$ cat config.mk
export PLATFORM = sky130hd
export DESIGN_NAME = bcinrd_seq
export DESIGN_NICKNAME = d
export VERILOG_FILES = /design/src/rtl/bcinrd_pkg.sv /design/src/rtl/bcinrd_bank_timer.sv /design/src/rtl/bcinrd_seq.sv
export SDC_FILE = /design/constraint.sdc
export NUM_CORES = 1
export LEC_CHECK = 0
export ABC_AREA = 1
export CORE_ASPECT_RATIO = 0.5
export CORE_UTILIZATION = 45
export CTS_BUF_LIST = sky130_fd_sc_hd__clkbuf_4 sky130_fd_sc_hd__clkbuf_8
export CTS_CLUSTER_DIAMETER = 100
export DETAILED_ROUTE_END_ITERATION = 10
export PLACE_DENSITY = 0.64
export SLEW_MARGIN = 0
export SYNTH_ARGS = -nofsm -noshare
export SYNTH_HDL_FRONTEND = slang
export SYNTH_SLANG_ARGS = --single-unit
$ cat constraint.sdc
create_clock -name CLK -period 2.6 [get_ports CLK]
set_input_delay 0.39 -clock CLK [delete_from_list [all_inputs] [get_ports CLK]]
set_output_delay 0.39 -clock CLK [all_outputs]
set_load 0.05 [all_outputs]
$ cat src/rtl/bcinrd_pkg.sv
// Shared types and limits for the bank input-read-enable sequencer.
package bcinrd_pkg;

  typedef enum logic {
    S_IDLE   = 1'b0,
    S_SETTLE = 1'b1
  } seq_state_t;

  localparam int IDLE_CNT_W       = 16;
  localparam int NUM_BANKS_MAX    = 8;
  localparam int SETTLE_MAX       = 255;
  localparam int IDLE_TIMEOUT_MAX = 65535;

endpackage

$ cat src/rtl/bcinrd_bank_timer.sv
// Per-bank idle counter: counts request-low cycles while the bank is ready and
// flags the bank for turn-off once the count reaches IDLE_TIMEOUT.
module bcinrd_bank_timer
  import bcinrd_pkg::*;
#(
  parameter int IDLE_TIMEOUT = 64
) (
  input  logic i_clk,
  input  logic i_rst,
  input  logic i_req,
  input  logic i_rdy,
  output logic o_expire
);

  localparam logic [IDLE_CNT_W-1:0] TIMEOUT_VAL = IDLE_CNT_W'(IDLE_TIMEOUT);
  localparam bit                    TIMEOUT_EN  = (IDLE_TIMEOUT != 0);

  logic [IDLE_CNT_W-1:0] r_idle_cnt;

  // Expiry has priority over a request arriving in the same cycle.
  assign o_expire = TIMEOUT_EN && i_rdy && (r_idle_cnt == TIMEOUT_VAL);

  // NOTE: sequential state uses non-blocking assignments so every register
  // samples pre-edge values regardless of process evaluation order.
  always_ff @(posedge i_clk or posedge i_rst) begin
    if (i_rst) begin
      r_idle_cnt <= '0;
    end else if (!TIMEOUT_EN || !i_rdy || i_req || o_expire) begin
      r_idle_cnt <= '0;
    end else begin
      r_idle_cnt <= r_idle_cnt + IDLE_CNT_W'(1);
    end
  end

endmodule

$ cat src/rtl/bcinrd_seq.sv
// Inrush-limited sequencer: turns on one I/O bank input buffer at a time,
// waits SETTLE_CYCLES before flagging it ready, and auto-disables idle banks.
module bcinrd_seq
  import bcinrd_pkg::*;
#(
  parameter int NUM_BANKS     = 4,
  parameter int SETTLE_CYCLES = 8,
  parameter int IDLE_TIMEOUT  = 64
) (
  input  logic                 CLK,
  input  logic                 RST,
  input  logic [NUM_BANKS-1:0] REQ,
  output logic [NUM_BANKS-1:0] INRDENI,
  output logic [NUM_BANKS-1:0] RDY,
  output logic                 BUSY
);

  localparam int               CNT_W    = $clog2(SETTLE_CYCLES + 1);
  localparam logic [CNT_W-1:0] CNT_LOAD = CNT_W'(SETTLE_CYCLES - 1);

  if (NUM_BANKS < 1 || NUM_BANKS > NUM_BANKS_MAX) begin : g_bad_num_banks
    $error("bcinrd_seq: NUM_BANKS out of range 1..8");
  end
  if (SETTLE_CYCLES < 1 || SETTLE_CYCLES > SETTLE_MAX) begin : g_bad_settle
    $error("bcinrd_seq: SETTLE_CYCLES out of range 1..255");
  end
  if (IDLE_TIMEOUT < 0 || IDLE_TIMEOUT > IDLE_TIMEOUT_MAX) begin : g_bad_timeout
    $error("bcinrd_seq: IDLE_TIMEOUT out of range 0..65535");
  end

  seq_state_t           r_state;
  seq_state_t           w_next_state;
  logic [CNT_W-1:0]     r_cnt;
  logic [CNT_W-1:0]     w_cnt_next;
  logic [NUM_BANKS-1:0] r_sel;
  logic [NUM_BANKS-1:0] r_en;
  logic [NUM_BANKS-1:0] r_rdy;
  logic [NUM_BANKS-1:0] w_pend;
  logic [NUM_BANKS-1:0] w_pick;
  logic [NUM_BANKS-1:0] w_expire;
  logic                 w_start;
  logic                 w_done;

  // A bank being switched off this cycle still has its enable set, so it
  // cannot be re-selected until the following cycle.
  assign w_pend = REQ & ~r_en;
  assign w_pick = w_pend & (~w_pend + NUM_BANKS'(1));

  always_ff @(posedge CLK or posedge RST) begin
    if (RST) begin
      r_state <= S_IDLE;
      r_cnt   <= '0;
    end else begin
      r_state <= w_next_state;
      r_cnt   <= w_cnt_next;
    end
  end

  // NOTE: every signal driven here gets a default first so no path through
  // the case leaves it unassigned and infers a latch.
  always_comb begin
    w_next_state = r_state;
    w_cnt_next   = r_cnt;
    w_start      = 1'b0;
    w_done       = 1'b0;
    case (r_state)
      S_IDLE: begin
        if (|w_pend) begin
          w_start      = 1'b1;
          w_cnt_next   = CNT_LOAD;
          w_next_state = S_SETTLE;
        end
      end
      S_SETTLE: begin
        if (r_cnt == '0) begin
          w_done       = 1'b1;
          w_next_state = S_IDLE;
        end else begin
          w_cnt_next = r_cnt - CNT_W'(1);
        end
      end
      default: w_next_state = S_IDLE;
    endcase
  end

  always_ff @(posedge CLK or posedge RST) begin
    if (RST) begin
      r_sel <= '0;
      r_en  <= '0;
      r_rdy <= '0;
    end else begin
      if (w_start) begin
        r_sel <= w_pick;
      end
      r_en  <= (r_en & ~w_expire) | (w_start ? w_pick : '0);
      r_rdy <= (r_rdy & ~w_expire) | (w_done ? r_sel : '0);
    end
  end

  for (genvar g = 0; g < NUM_BANKS; g++) begin : g_bank
    bcinrd_bank_timer #(
      .IDLE_TIMEOUT(IDLE_TIMEOUT)
    ) u_timer (
      .i_clk   (CLK),
      .i_rst   (RST),
      .i_req   (REQ[g]),
      .i_rdy   (r_rdy[g]),
      .o_expire(w_expire[g])
    );
  end

  assign INRDENI = r_en;
  assign RDY     = r_rdy;
  assign BUSY    = (r_state == S_SETTLE);

endmodule
==> run metrics <==
status=completed; Net Sw Power=475 uW; Clock Sink Count=81; internal power=1.86 mW; ANT cells=0; non-filler cells, final=734; final max-slew violation count=0; Final period util=0.790; IO Count=15; critical path class=register to primary output; Pre-Repair DR Iteration Count=5; hold violation count in the final report=0; Worst Reg-to-Reg Cells=7; Die Span Y=72.3 microns; Worst slew margin=0.574; DRC errors left=0; Post-synth ARST share=1.00; Synth Flop Type=dfrtp_1; placed insts=718; Hold Crit Class=input pin to asynchronous set/reset pin; Max Cap Violations=0; largest cells by area after synthesis=dfrtp_1 (46%), nand2_1 (11%), nor2_1 (11%); Ys Warns=0; Final Critical Period=2.05 ns; final instance area=4940 sq um; RSZ-0062 raised after global routing=false; total wire length=8250 microns; total track usage=0.182; CP max stage delay=0.85 ns; Routed Antenna Nets=0; Worst setup startpoint=BUSY$_DFF_PP0_; Via density=4.69; crit path max-delay cell type=clkdlybuf4s50_1; critical path depth in cells=1; Worst Clk Skew=0.0107 ns; clk slew on worst S/H paths=0.08 ns; Synth Cell Area=4450 sq um; CP max FO=7; Synth top cells by count=nand2_1 (136), nor2_1 (134), dfrtp_1 (81), inv_1 (70), nand3_1 (37); Top delay family on crit path=buffers and inverters; Worst Setup EP=BUSY; Core Area=9510 sq um; Cells after Synth=575; number of flops mapped to enable cells by yosys=0; std cell rows=25; Worst R2R Setup Slack=1.15 ns; initial antenna violation count=0; Synth area leader=dfrtp_1; largest net degree at the start of global routing=37; reg2reg end=r_cnt[2]$_DFFE_PP0P_; worst flop-to-flop path startpoint=r_cnt[0]$_DFFE_PP0P_; H-tree levels=3; Setup crit end kind=primary output; Num CTS Buffers=9; Multi-input gate area=2080 sq um; Worst Path Buf+Inv=1; final setup TNS=0 ns; post-cts resize count=0; Starting Density=0.468; utilization after layout=0.519; final net count=610; TritonCTS clock tree=yes; # setup viols final=0; Synth Register Bits=81; Crit path required time=2.21 ns; Sw Share=0.204; share of layout cells above drive strength 1=0.0735; Synth cell types=22; hold bufs inserted after CTS=0; Clock Power Share=0.442; Reg power frac=0.540; DR vias=3443; Die Area=10300 sq um; most common cell in the netlist=nand2_1; DRT iter0 DRCs=183; CP startpoint kind=register; area post-placement=4710 sq um; Max clock buf depth=2; Power Dens Cells=472 nW/um^2; Comb pwr share=0.018; fmax=487 MHz; FF/Latch Area=2030 sq um; share of the synthesized area in the top cell type=0.456; Peak VDD IR=241 uV; DR WL/cell=11.2 microns; Seq/Total Area, Yosys=0.456; GPL Wtd Cong=0.817; synthesized area per cell=7.73 sq um; Root Driver=clkbuf_8; worst-path cell chain=clkdlybuf4s50_1; fill cell count=920; setup bufs post-CTS=0; Final HPWL DP=5970 microns; synth-to-layout area growth=11.1%; vias in the first global route=3240; Leak=2.10 nW; I/O Buffers=14; total global routing overflow=0; Synth Net Count=591; CP arrival=1.66 ns; Die X=143 microns; global-route wire length before repair=14600 microns; Clk Latency, worst-skew pair=0.35 ns; Worst Tran Pin Value=0.638 ns
-- cell families (layout without fill, tap and decap cells) --
logic type               count (synthesis)  after routing  share of synthesized area
AO/OA/AOI/OAI                           20             20                     0.0239
XOR/XNOR                                36             36                     0.0709
adder cells (fa/ha/maj)                 10             10                     0.0281
buffers and inverters                   78            102                     0.0760
flip-flops                              81             81                      0.456
AND/OR/NAND/NOR                        350            350                      0.345
-- power by group through the flow --
stage / logic, mW / registers [mW] / clock network [mW]
global placement: 0.0447 / 1.28 / 0
CTS: 0.0452 / 1.26 / 1.07
global route: 0.0497 / 1.26 / 1.12
detailed placement: 0.0449 / 1.28 / 0
floorplan: 0.0212 / 1.28 / 0
finish: 0.0421 / 1.26 / 1.03
-- final cells by class --
| class | instances | area share |
|---|---|---|
| clock buffer | 15 | 0.0405 |
| sequential | 81 | 0.410 |
| inverter | 70 | 0.0535 |
| clock inverter | 1 | 0.00608 |
| multi-input combinational | 416 | 0.421 |
| timing repair buffer | 16 | 0.0339 |
| tap | 135 | 0.0342 |
-- per-stage QoR --
step	total power [mW]	hold WS, ns	setup WS, ns
after CTS	2.38	0.436	0.538
after global placement	1.33	0.484	0.933
after detailed placement	1.33	0.480	0.898
after global routing	2.43	0.493	0.492
after floorplan	1.30	0.451	0.130
final	2.33	0.423	0.546
-- cell usage in the layout (no fill, tap or decap), types with 14 or more instances in the layout --
cell type        Yosys  final
clkbuf_8             0     14
clkdlybuf4s50_1      0     14
dfrtp_1             81     81
inv_1               70     69
nand2_1            136    136
nand3_1             37     37
nand4_1             17     17
nor2_1             134    134
xor2_1              23     23
-- per-layer routing --
metal  global-route usage  wire [microns]  vias up
met5                    0               0        -
met4               0.0478              34        0
met3               0.0515             260        4
met2                0.301            3820       47
met1                0.239            4130     1586
li1                     -               -     1806
-- worst min-delay path by stage --
stage / slack, ns / to
after floorplan: 0.45 / g_bank[0].u_timer.r_idle_cnt[0]$_DFF_PP0_
after global placement: 0.48 / r_cnt[0]$_DFFE_PP0P_
after detailed placement: 0.48 / r_cnt[0]$_DFFE_PP0P_
after CTS: 0.44 / g_bank[3].u_timer.r_idle_cnt[6]$_DFF_PP0_
after global routing: 0.49 / g_bank[3].u_timer.r_idle_cnt[15]$_DFF_PP0_
final: 0.42 / g_bank[3].u_timer.r_idle_cnt[6]$_DFF_PP0_
-- flip-flops by register name, indices dropped and copies added, names as in the netlist --
signal	cells
g_bank.u_timer.r_idle_cnt	64
INRDENI	4
RDY	4
r_cnt	4
r_sel	4
BUSY	1
(Power assumes the default switching activity.)
